==> src/rtl/uart_tx_pkg.sv <==
// Shared types and constants for the APB UART transmitter peripheral.
package uart_tx_pkg;

  typedef enum logic [1:0] {
    IDLE  = 2'd0,
    START = 2'd1,
    DATA  = 2'd2,
    STOP  = 2'd3
  } tx_state_e;

  localparam int unsigned DATA_W = 8;

  // Register indices as decoded from PADDR[3:2]
  localparam logic [1:0] REG_CR  = 2'd0;
  localparam logic [1:0] REG_SR  = 2'd1;
  localparam logic [1:0] REG_TDR = 2'd2;

  // Status register bit positions
  localparam int unsigned SR_FULL    = 0;
  localparam int unsigned SR_EMPTY   = 1;
  localparam int unsigned SR_BUSY    = 2;
  localparam int unsigned SR_OVF     = 3;
  localparam int unsigned SR_CNT_LSB = 4;
  localparam int unsigned SR_CNT_W   = 4;

endpackage

==> src/rtl/apb_uart_tx_periph_fifo.sv <==
// Small synchronous FIFO holding bytes waiting for transmission.
module tx_fifo #(
  parameter int unsigned WIDTH = 8,
  parameter int unsigned DEPTH = 8
) (
  input  logic                     clk_i,
  input  logic                     rst_i,
  input  logic                     push_i,
  input  logic                     pop_i,
  input  logic [WIDTH-1:0]         din_i,
  output logic [WIDTH-1:0]         dout_o,
  output logic                     full_o,
  output logic                     empty_o,
  output logic [$clog2(DEPTH):0]   count_o
);

  localparam int unsigned AW = $clog2(DEPTH);
  localparam int unsigned PW = AW + 1;

  // Extra pointer MSB distinguishes full from empty when addresses match
  logic [PW-1:0]    wptr_q;
  logic [PW-1:0]    rptr_q;
  logic [WIDTH-1:0] mem_q [DEPTH];

  assign empty_o = (wptr_q == rptr_q);
  assign full_o  = (wptr_q[AW] != rptr_q[AW]) && (wptr_q[AW-1:0] == rptr_q[AW-1:0]);
  assign count_o = wptr_q - rptr_q;
  assign dout_o  = mem_q[rptr_q[AW-1:0]];

  // Pointer update; a push while full is dropped even if a pop happens too
  always_ff @(posedge clk_i) begin
    if (rst_i) begin
      wptr_q <= '0;
      rptr_q <= '0;
    end else begin
      if (push_i && !full_o) wptr_q <= wptr_q + PW'(1);
      if (pop_i && !empty_o) rptr_q <= rptr_q + PW'(1);
    end
  end

  // Storage array, no reset needed since pointers gate visibility
  always_ff @(posedge clk_i) begin
    if (push_i && !full_o) mem_q[wptr_q[AW-1:0]] <= din_i;
  end

endmodule

==> src/rtl/apb_uart_tx_periph.sv <==
// APB responder that queues CPU bytes and sends them as 8N1 UART frames.
module apb_uart_tx_periph
  import uart_tx_pkg::*;
#(
  parameter int unsigned CLK_HZ     = 100_000_000,
  parameter int unsigned BAUD       = 9600,
  parameter int unsigned FIFO_DEPTH = 8
) (
  input  logic        PCLK,
  input  logic        PRESET,
  input  logic [31:0] PADDR,
  input  logic        PWRITE,
  input  logic        PENABLE,
  input  logic        PSEL,
  input  logic [31:0] PWDATA,
  output logic [31:0] PRDATA,
  output logic        PREADY,
  output logic        tx
);

  localparam int unsigned BIT_CYC = CLK_HZ / BAUD;
  localparam int unsigned CNT_W   = $clog2(BIT_CYC);
  localparam int unsigned FCNT_W  = $clog2(FIFO_DEPTH) + 1;

  // Registers
  logic              pready_q;
  logic [31:0]       prdata_q;
  logic              en_q;
  logic              ovf_q;
  logic              ovf_d;
  logic              tx_q;
  tx_state_e         state_q;
  logic [CNT_W-1:0]  cnt_q;
  logic [2:0]        bit_q;
  logic [DATA_W-1:0] shift_q;

  // FIFO interface
  logic              fifo_push;
  logic              fifo_pop;
  logic [DATA_W-1:0] fifo_dout;
  logic              fifo_full;
  logic              fifo_empty;
  logic [FCNT_W-1:0] fifo_count;

  // APB decode
  logic        access;
  logic        wr_acc;
  logic        rd_acc;
  logic [1:0]  reg_idx;
  logic [31:0] sr_val;
  logic [31:0] rdata;
  logic        busy;
  logic        bit_end;

  logic unused_bits;
  assign unused_bits = ^{PADDR[31:4], PADDR[1:0], PWDATA[31:8]};

  assign PREADY  = pready_q;
  assign PRDATA  = prdata_q;
  assign tx      = tx_q;

  assign access  = PSEL && PENABLE && !pready_q;
  assign wr_acc  = access && PWRITE;
  assign rd_acc  = access && !PWRITE;
  assign reg_idx = PADDR[3:2];
  assign busy    = (state_q != IDLE);
  assign bit_end = (cnt_q == CNT_W'(BIT_CYC - 1));

  assign fifo_push = wr_acc && (reg_idx == REG_TDR);
  // Pop when a new frame can start: from IDLE, or straight out of the stop bit
  assign fifo_pop  = en_q && !fifo_empty &&
                     ((state_q == IDLE) || ((state_q == STOP) && bit_end));

  tx_fifo #(
    .WIDTH (DATA_W),
    .DEPTH (FIFO_DEPTH)
  ) u_fifo (
    .clk_i   (PCLK),
    .rst_i   (PRESET),
    .push_i  (fifo_push),
    .pop_i   (fifo_pop),
    .din_i   (PWDATA[DATA_W-1:0]),
    .dout_o  (fifo_dout),
    .full_o  (fifo_full),
    .empty_o (fifo_empty),
    .count_o (fifo_count)
  );

  // Status word and read-data mux
  always_comb begin
    sr_val                           = '0;
    sr_val[SR_FULL]                  = fifo_full;
    sr_val[SR_EMPTY]                 = fifo_empty;
    sr_val[SR_BUSY]                  = busy;
    sr_val[SR_OVF]                   = ovf_q;
    sr_val[SR_CNT_LSB +: SR_CNT_W]   = SR_CNT_W'(fifo_count);
    unique case (reg_idx)
      REG_CR:  rdata = {31'd0, en_q};
      REG_SR:  rdata = sr_val;
      default: rdata = '0;
    endcase
  end

  // Sticky overflow: a dropped push beats a same-cycle SR read clear
  always_comb begin
    ovf_d = ovf_q;
    if (rd_acc && (reg_idx == REG_SR)) ovf_d = 1'b0;
    if (fifo_push && fifo_full)        ovf_d = 1'b1;
  end

  // APB handshake, control register and overflow flag
  always_ff @(posedge PCLK) begin
    if (PRESET) begin
      pready_q <= 1'b0;
      prdata_q <= '0;
      en_q     <= 1'b0;
      ovf_q    <= 1'b0;
    end else begin
      pready_q <= access;
      if (access) prdata_q <= rdata;
      if (wr_acc && (reg_idx == REG_CR)) en_q <= PWDATA[0];
      ovf_q <= ovf_d;
    end
  end

  // Transmit FSM with baud counter; tx follows the state one cycle later
  always_ff @(posedge PCLK) begin
    if (PRESET) begin
      state_q <= IDLE;
      cnt_q   <= '0;
      bit_q   <= '0;
      shift_q <= '0;
      tx_q    <= 1'b1;
    end else begin
      unique case (state_q)
        IDLE:    tx_q <= 1'b1;
        START:   tx_q <= 1'b0;
        DATA:    tx_q <= shift_q[0];
        default: tx_q <= 1'b1;
      endcase

      unique case (state_q)
        IDLE: begin
          cnt_q <= '0;
          if (fifo_pop) begin
            state_q <= START;
            shift_q <= fifo_dout;
          end
        end
        START: begin
          if (bit_end) begin
            state_q <= DATA;
            cnt_q   <= '0;
            bit_q   <= '0;
          end else begin
            cnt_q <= cnt_q + CNT_W'(1);
          end
        end
        DATA: begin
          if (bit_end) begin
            cnt_q   <= '0;
            shift_q <= shift_q >> 1;
            if (bit_q == 3'd7) state_q <= STOP;
            else               bit_q   <= bit_q + 3'd1;
          end else begin
            cnt_q <= cnt_q + CNT_W'(1);
          end
        end
        default: begin
          if (bit_end) begin
            cnt_q <= '0;
            if (fifo_pop) begin
              state_q <= START;
              shift_q <= fifo_dout;
            end else begin
              state_q <= IDLE;
            end
          end else begin
            cnt_q <= cnt_q + CNT_W'(1);
          end
        end
      endcase
    end
  end

endmodule

==> config.mk <==
export PLATFORM = sky130hd
export DESIGN_NAME = apb_uart_tx_periph
export DESIGN_NICKNAME = d
export VERILOG_FILES = /design/src/rtl/uart_tx_pkg.sv /design/src/rtl/apb_uart_tx_periph_fifo.sv /design/src/rtl/apb_uart_tx_periph.sv
export SDC_FILE = /design/constraint.sdc
export NUM_CORES = 1
export LEC_CHECK = 0
export ABC_AREA = 1
export ABC_CLOCK_PERIOD_IN_PS = 4290
export CAP_MARGIN = 20
export CORE_MARGIN = 2
export CORE_UTILIZATION = 56
export CTS_BUF_LIST = sky130_fd_sc_hd__clkbuf_4 sky130_fd_sc_hd__clkbuf_8 sky130_fd_sc_hd__clkbuf_16
export CTS_CLUSTER_DIAMETER = 120
export CTS_CLUSTER_SIZE = 20
export DETAILED_ROUTE_END_ITERATION = 6
export GPL_ROUTABILITY_DRIVEN = 1
export GPL_TIMING_DRIVEN = 0
export PLACE_DENSITY = 0.84
export SLEW_MARGIN = 40
export SYNTH_ARGS = -nofsm -noshare
export SYNTH_HDL_FRONTEND = slang
export SYNTH_HIERARCHICAL = 1
export SYNTH_SLANG_ARGS = --single-unit
==> constraint.sdc <==
create_clock -name PCLK -period 4.29 [get_ports PCLK]
set_clock_uncertainty 0.2 [all_clocks]
set_input_delay 1.0725 -clock PCLK [delete_from_list [all_inputs] [get_ports PCLK]]
set_output_delay 1.0725 -clock PCLK [all_outputs]
set_load 0.05 [all_outputs]
## After elaboration in Yosys (flattened, before gate mapping)

Memories as Yosys holds them, arrays and structs flattened. A register that Yosys moved wholly into a read port is not among the register bits.
Index checks and enable logic that the tools add are counted.

- Add/subtract/negate cells: 5
- Eq/ne operators: 15
- Mux-type cells: 23
- Bitwise operators: 1
- Reductions and logical operators: 29

Operators with widths:

| operator | number |
|---|---|
| 8-bit two-way mux | 3 |
| 8-bit case mux with 3 select lines | 1 |
| 8-bit case mux with 2 select lines | 1 |
| 3-bit two-way mux | 5 |
| 14-bit by 1-bit adder with 14-bit output (second input constant) | 1 |
| 14-bit == test (second input constant) | 1 |
| 1-bit logical AND | 14 |
| 2-bit two-way mux | 5 |
| 4-bit by 1-bit adder with 4-bit output (second input constant) | 2 |
| 2-bit != test (second input constant) | 4 |
| 2-bit nonzero test | 4 |
| 2-bit == test (second input constant) | 3 |
| 2-bit case mux with 3 select lines | 1 |
| 3-bit case mux with 2 select lines | 1 |
| 1-bit two-way mux | 5 |
| 5-bit AND reduction | 1 |
| 2-bit by 1-bit == test with 1-bit output (second input constant) | 2 |
| 4-bit == test | 1 |
| 1-bit logical NOT | 4 |
| 2-bit logical NOT | 2 |
| 4-bit AND reduction | 1 |
| 4-bit subtractor | 1 |
| 3-bit by 1-bit adder with 3-bit output (second input constant) | 1 |
| 3-bit == test | 1 |
| 8 further kinds | 8 |

- Register bits after elaboration: 71
- Bits in writable memories: 64
- Input bits: 69
- Output and inout port bits: 34
- Logic and storage cells: 85
- Memories: 1

Memories:

| memory | depth | width | read ports | clocked after memory_dff | write ports | line | text |
|---|---|---|---|---|---|---|---|
| u_fifo.mem_q | 8 | 8 | 1 | 1 | 1 | apb_uart_tx_periph_fifo.sv:23 | `logic [WIDTH-1:0] mem_q [DEPTH];` |

## Logic depth before layout (Yosys ltp)

Gate-level depths: netlist (run 1).

- Word-level depth: 7
- Depth in mapped cells: 15
- Gate-level depth less buffers: 14

## Cells and area by module

Netlist (run 1), hierarchy kept.

Modules (own cells, without submodules):

| module | instances | cells each | area an instance (um2) | seq. area each (um2) |
|---|---|---|---|---|
| tx_fifo | 1 | 295 | 3229.3 | 2142.1 |
| apb_uart_tx_periph | 1 | 300 | 2078.2 | 780.7 |

## Worst setup path after synthesis (run 1)

OpenSTA, ideal clock, no wires.

- Path kind: in2reg
- Start point: input port PSEL
- End point: memory u_fifo.mem_q[3][0], enable pin
- Setup time: 0.383 ns
- Arrival: 2.472 ns
- Data required time: 3.707 ns
- Setup slack: 1.235 ns
- Stages on the path: 6
- Path buffers: 0
- Cell sequence: nand2_1 > nor2_1 > nand2_1 > nor3_1 > nand2_4 > nor3_1

- Word-level cells in the longest chain between the ends: 7

Ends and longest elaborated chain:

| item | line | text |
|---|---|---|
| start, declared | apb_uart_tx_periph.sv:14 | `input logic PSEL,` |
| 1-bit logical AND (2 in a row) | apb_uart_tx_periph.sv:62 | `assign access = PSEL && PENABLE && !pready_q;` |
| 1-bit logical AND | apb_uart_tx_periph.sv:63 | `assign wr_acc = access && PWRITE;` |
| 1-bit logical AND | apb_uart_tx_periph.sv:69 | `assign fifo_push = wr_acc && (reg_idx == REG_TDR);` |
| named net fifo_push | apb_uart_tx_periph.sv:38 | `logic fifo_push;` |
| 1-bit logical AND | apb_uart_tx_periph_fifo.sv:43 | `if (push_i && !full_o) mem_q[wptr_q[AW-1:0]] <= din_i;` |
| 1-bit two-way mux | apb_uart_tx_periph_fifo.sv:43 |  |
| 1-bit two-way mux (implied by the code) | apb_uart_tx_periph_fifo.sv:43 |  |
| end, declared | apb_uart_tx_periph_fifo.sv:23 |  |

The timed path passes the listed nets, and every way through them passes these cells.

## Worst setup path in the final report (run 1)

- Start point: input port PSEL
- End point: memory u_fifo.mem_q[6][0], enable pin

The elaborated chain is that of the path after synthesis.

==> results.md, run 1 <==
* R2r setup slk at about 1.5 ns
* Post-Synth Simple-Gate Area at 0.206
* DR vias at between 4000 and 5000
* Syn avg cell area at 8.92 um^2
* Crit. End Element: flip-flop
* Final slew viol count at 0
* Post-CTS Repair Setup Buffers at 0
* Die area at about 10000 um^2
* Total track usage at 0.247
* CTS tree: done
* Leakage power at ~2.6 nW
* RR Startpoint: PREADY
* #FFs+latches synth at between 100 and 150
* Post-placement cell count at ~750
* Critical path launch point type: input pin
* Commonest non-fill, non-tap cell in the layout: nand2_1
* Die W at about 100 um
* Pwr Density at roughly 450 nW/um^2
* Diode count at 0
* FP Rows at 35
* Total Power at 2.90 mW
* H-Tree Depth at 4
* Clock latency on the worst-skew pair at roughly 0.52 ns
* Crit Path Max Fanout at 9
* Setup tns final at 0 ns
* DRC Markers at 0
* Minimum clock period at 3.53 ns
* Most frequent cells in the layout: nand2_1 (102), nor2_1 (101), edfxtp_1 (64)
* Clk root buf: clkbuf_8
* Pre-CTS WS at around 0.3 ns
* Fin crit share at 0.822
* Reg2reg end: u_fifo/mem_q[6][0]
* Largest net degree at the start of global routing at 17
* Adder-cell share of the synthesized area at 0.0321
* GPL Wtd Cong at approximately 0.85
* Post-synthesis mux area share at 0
* Worst slew pin tran at between 0.8 and 0.9 ns
* Synth Warn # at 6
* Antenna violations before repair at 0
* Initial core utilization at 0.577
* Hold Path Class: reg2reg
* Nets at about 740
* Longest Clk Path Bufs at 2
* Top-level I/O count at 103
* Core area at between 9000 and 10000 um^2
* Cells after synthesis at 595
* Routed WL at around 12000 um
* CTS Buf Count at 17
* Hold Path Stages at 2
* CP Data Required Time at 4.23 ns
* Main combinational cell family by area after synthesis: simple AND/OR/NAND/NOR gates
* # setup viols final at 0
* Remaining antenna violation count at 0
* Compound-gate portion of the synthesized area at 0.103
* Total gr overflow at 0
* Initial drt markers at around 290
* RSZ-0062 raised after global routing: false
* Area delta synth->final at 20.2%
* Post-synthesis sequential area ratio at 0.551
* Status: completed
* Vias in the first global route at between 4000 and 5000
* Num Clock Sinks at between 100 and 150
* Hold Fails Final Rpt at 0
* Pre-antenna DRT Iters at 5
* First-pass GRT wire length at 19400 um
* Maximum vdd ir drop at about 0.0003 V
* F_max at 0.284 GHz
* Post-Synth XOR/XNOR Area at 0.00825
* Non-Filler Instances at 785
* HP Start: bit_q[2]
* # Max-Cap Violations at 0
* WS Path Type: in2reg
* Post-Syn Area at roughly 5300 um^2
* Layout Utilization at 0.694
* Hold_buf cts at 0
* Post-cts gate resize count at 0
* Slew HR at 0.420
* Post-detailed-route via-to-cell ratio at 5.39
* End of the worst hold path: bit_q[2]
* Reg clk slew, reported paths at approximately 0.06 ns
* Final WS setup at between 0.7 and 0.8 ns
* Share of layout cells above drive strength 1 at 0.144
* Post-DP HPWL at 7660 um
* Library cells used by synthesis at 39
* IO Port Bufs at 24
* Arrival @ worst endpoint at ~3.5 ns
* Wirelength per Cell at 15.0 um
* Reg2Reg Depth at 7
* Chip Height at just over 100 um
## state kept, by name, summed over array words and instances, names as in the netlist, named ones only
name,flops
state_q,2
bit_q,3
cnt_q,14
ovf_q,1
en_q,1
shift_q,8
u_fifo/rptr_q,4
PREADY,1
PRDATA,8
tx,1
u_fifo/wptr_q,4
u_fifo/mem_q,64
## routing by layer
layer	wire, um	global-route usage	part of all wire	vias to the layer above
li1	-	-	-	2046
met1	4700	0.277	0.40	1984
met2	6060	0.441	0.51	171
met3	785	0.0732	0.066	28
met4	260	0.0967	0.022	0
met5	0	0	0	-
## worst max path at each step
stage	from	to
finish	PSEL	u_fifo/mem_q[6][0]
CTS	PSEL	u_fifo/mem_q[2][1]
detailed placement	PSEL	u_fifo/mem_q[2][1]
floorplan	PSEL	u_fifo/mem_q[3][0]
global placement	PSEL	u_fifo/mem_q[3][2]
global route	PSEL	u_fifo/mem_q[6][5]
## power by group
part	internal, mW	total (mW)	switching (mW)	leakage (nW)
sequential	1.20	1.21	0.0170	0.979
combinational	0.0944	0.298	0.204	1.33
clock	0.896	1.39	0.494	0.284
total	2.19	2.90	0.714	2.59
## synthesized netlist by cell type (all sizes together)
master,n,area share
nor3b,1,0.0014
o22a,1,0.0017
o41ai,1,0.0017
ha,12,0.028
a21oi,30,0.029
clkinv,2,0.0016
o21a,1,0.0014
o21ai,72,0.069
buf,34,0.052
nand4,6,0.0071
nand3,20,0.019
clkbuf,6,0.0064
a31oi,1,0.0012
xor2,4,0.0066
fa,1,0.0038
conb,1,0.00071
dfxtp,50,0.19
nor3,8,0.0075
xnor2,1,0.0017
nor2,106,0.078
or2,2,0.0024
inv,55,0.039
nand2,116,0.091
edfxtp,64,0.36
## cell families after synthesis
| logic type | Yosys count |
|---|---|
| AO/OA/AOI/OAI | 106 |
| other | 1 |
| buffers and inverters | 97 |
| flip-flops | 114 |
| adder cells (fa/ha/maj) | 13 |
| XOR/XNOR | 5 |
| AND/OR/NAND/NOR | 259 |
## worst max-delay path: stages
cell	delay, ns
clkdlybuf4s50_1	0.46
nand2_1	0.05
nor2_1	0.16
nand2_1	0.07
nor3_1	0.60
nand2_4	0.20
clkinv_2	0.12
nand2_2	0.08
nor2_1	0.65
## through the flow
step,hold WS (ns),instance area (um^2)
2_1_floorplan,0.218,5390
3_3_place_gp,0.229,5770
3_5_place_dp,0.248,5790
4_1_cts,0.258,6380
5_1_grt,0.275,6380
6_report,0.253,6380
## final cells by class
class / instances / area [um^2]
Buffer: 40 / 309
Clock buffer: 19 / 429
Clock inverter: 13 / 161
Fill cell: 657 / 2820
Inverter: 57 / 215
Multi-Input combinational cell: 407 / 1960
Sequential cell: 114 / 2920
Tap cell: 111 / 139
Timing Repair Buffer: 24 / 240
Power figures use the tool's default switching activity.
==> run 2: changes to the inputs <==
--- a/config.mk
+++ b/config.mk
@@ -6,17 +6,17 @@
 export NUM_CORES = 1
 export LEC_CHECK = 0
 export ABC_AREA = 1
-export ABC_CLOCK_PERIOD_IN_PS = 4290
+export ABC_CLOCK_PERIOD_IN_PS = 3300
 export CAP_MARGIN = 20
 export CORE_MARGIN = 2
-export CORE_UTILIZATION = 56
+export CORE_UTILIZATION = 52
 export CTS_BUF_LIST = sky130_fd_sc_hd__clkbuf_4 sky130_fd_sc_hd__clkbuf_8 sky130_fd_sc_hd__clkbuf_16
 export CTS_CLUSTER_DIAMETER = 120
 export CTS_CLUSTER_SIZE = 20
 export DETAILED_ROUTE_END_ITERATION = 6
 export GPL_ROUTABILITY_DRIVEN = 1
 export GPL_TIMING_DRIVEN = 0
-export PLACE_DENSITY = 0.84
+export PLACE_DENSITY = 0.79
 export SLEW_MARGIN = 40
 export SYNTH_ARGS = -nofsm -noshare
 export SYNTH_HDL_FRONTEND = slang
==> constraint.sdc (replaced) <==
create_clock -name PCLK -period 3.3 [get_ports PCLK]
set_clock_uncertainty 0.2 [all_clocks]
set_input_delay 0.825 -clock PCLK [delete_from_list [all_inputs] [get_ports PCLK]]
set_output_delay 0.825 -clock PCLK [all_outputs]
set_load 0.05 [all_outputs]
==> results.md, run 2 (same netlist as run 1, synthesis figures left out) <==
* Hold Fails Final Rpt at 0 (unchanged)
* FP Rows at 36 (was 35)
* Worst-path cell chain: clkdlybuf4s50_1 > nand2_1 > nor2_1 > nand2_1 > nor3_2 > nand2_4 > clkinv_2 > nand2_2 > nor2_1 (was clkdlybuf4s50_1 > nand2_1 > nor2_1 > nand2_1 > nor3_1 > nand2_4 > clkinv_2 > nand2_2 > nor2_1)
* Longest Clk Path Bufs at 2 (unchanged)
* Antenna violations before repair at 0 (unchanged)
* RR Startpoint: u_fifo/wptr_q[0] (was PREADY)
* Post-CTS Repair Setup Buffers at 0 (unchanged)
* Hold Path Class: reg2reg (unchanged)
* Post-DP HPWL at 7370 um (was 7660 um)
* Max reg flops at 64 (unchanged)
* Critical path launch point type: input pin (unchanged)
* Vias in the first global route at 4034 (was 4262)
* Nets at 743 (unchanged)
* DRC Markers at 0 (unchanged)
* Leakage power at 2.61 nW (was 2.59 nW)
* Delay of the slowest cell on the worst path at 0.63 ns (was 0.65 ns)
* CTS Buf Count at 17 (unchanged)
* Wirelength per Cell at 13.9 um (was 15.0 um)
* First-pass GRT wire length at 18900 um (was 19400 um)
* GPL Wtd Cong at 0.862 (was 0.851)
* Pwr Density at 590 nW/um^2 (was 455 nW/um^2)
* Arrival @ worst endpoint at 2.92 ns (was 3.47 ns)
* Pre-CTS WS at -0.404 ns (was 0.303 ns)
* Diode count at 0 (unchanged)
* Remaining antenna violation count at 0 (unchanged)
* Clock latency on the worst-skew pair at 0.52 ns (about the same)
* CP endpoint: u_fifo/mem_q[0][3] (was u_fifo/mem_q[6][0])
* Area delta synth->final at 21.1% (was 20.2%)
* Slowest-stage cell, CP: nor2_1 (unchanged)
* Setup tns final at 0 ns (unchanged)
* Reg2reg end: u_fifo/mem_q[0][3] (was u_fifo/mem_q[6][0])
* Slew HR at 0.463 (was 0.420)
* Routed WL at 11300 um (was 11800 um)
* Total track usage at 0.219 (was 0.247)
* H-Tree Depth at 4 (unchanged)
* Initial core utilization at 0.541 (was 0.577)
* Reg2Reg Depth at 9 (was 7)
* CTS tree: done (unchanged)
* CP Data Required Time at 3.24 ns (was 4.23 ns)
* DR vias at 4107 (was 4229)
* RSZ-0062 raised after global routing: false (unchanged)
* IO Port Bufs at 24 (unchanged)
* Die area at 11000 um^2 (was 10300 um^2)
* Reg clk slew, reported paths at 0.05 ns (was 0.06 ns)
* Total Power at 3.79 mW (was 2.90 mW)
* # setup viols final at 0 (unchanged)
* Largest net degree at the start of global routing at 17 (unchanged)
* Total gr overflow at 0 (unchanged)
* Final slew viol count at 0 (unchanged)
* Die W at 105 um (was 101 um)
* Top-level I/O count at 103 (unchanged)
* Maximum vdd ir drop at 0.000418 V (was 0.000306 V)
* Status: completed (unchanged)
* Crit path max-delay family: simple AND/OR/NAND/NOR gates (unchanged)
* Clk root buf: clkbuf_8 (unchanged)
* Worst path bufs/invs at 2 (unchanged)
* Worst slew pin tran at 0.802 ns (was 0.867 ns)
* Final WS setup at 0.321 ns (was 0.765 ns)
* Minimum clock period at 2.98 ns
* Pre-antenna DRT Iters at 7 (was 5)
* Chip Height at 105 um (was 101 um)
* Crit. End Element: flip-flop (unchanged)
* WS Path Type: in2reg (unchanged)
* Core area at 9820 um^2 (was 9200 um^2)
* # Max-Cap Violations at 0 (unchanged)
* Post-detailed-route via-to-cell ratio at 5.09 (was 5.39)
* CP Launch Point: PSEL (unchanged)
* Critical path depth at 9 (unchanged)
* Commonest non-fill, non-tap cell in the layout: nand2_1 (unchanged)
* Num Clock Sinks at 114 (unchanged)
* Min Hold Slack at 0.246 ns (was 0.253 ns)
* Crit Path Max Fanout at 9 (unchanged)
* R2r setup slk at 0.61 ns (was 1.50 ns)
* Fin crit share at 0.903
* Initial drt markers at 362 (was 285)
* Share of layout cells above drive strength 1 at 0.148 (was 0.144)
* F_max at 0.336 GHz
* Most frequent cells in the layout: nand2_1 (102), nor2_1 (100), edfxtp_1 (64) (was nand2_1 (102), nor2_1 (101), edfxtp_1 (64))
## run 2: layout make-up
type,instances,area [um^2]
tap,133,166
clock inverter,10,134
buffer,40,309
sequential,114,2920
clock buffer,22,470
timing repair buffer,24,240
multi-input combinational,407,1970
inverter,57,215
fill,788,3390
## run 2: power breakdown
part / internal [mW] / switching (mW)
Clock: 1.22 / 0.619
Sequential: 1.55 / 0.0212
Combinational: 0.122 / 0.253
## run 2: routing by layer
metal / GRT usage / vias to the layer above / wire, um
met5: 0 / - / 0
li1: - / 2048 / -
met3: 0.0649 / 26 / 548
met4: 0.0867 / 0 / 248
met2: 0.363 / 121 / 5540
met1: 0.269 / 1912 / 4910
## run 2: repair_timing
item | CTS | global route
gates resized for setup | 0 | 2
setup endpoints to repair | 0 | 32
hold buffers | 0 | 0
## run 2: stage by stage
step,instances,area (um^2),util
after floorplan,618,5390,-
after global placement,775,5800,0.591
after detailed placement,775,5820,0.592
after CTS,807,6420,0.654
after global routing,807,6430,0.655
final,807,6430,0.655
## run 2: how the worst min path moves through the flow
stage | startpoint | endpoint | depth (start not counted)
5_1_grt | bit_q[2] | bit_q[2] | 2
3_3_place_gp | cnt_q[0] | cnt_q[0] | 1
3_5_place_dp | cnt_q[0] | cnt_q[0] | 1
6_report | cnt_q[0] | cnt_q[0] | 1
4_1_cts | cnt_q[0] | cnt_q[0] | 1
2_1_floorplan | cnt_q[0] | cnt_q[0] | 1
## run 2: worst reg2reg max path: stages (launching register included)
cell      delay, ns
dfxtp_1        0.41
inv_1          0.18
ha_1           0.32
inv_1          0.10
nor2_4         0.06
nand2_2        0.13
nand2_4        0.11
clkinv_2       0.09
nand2_2        0.08
nor2_1         0.63
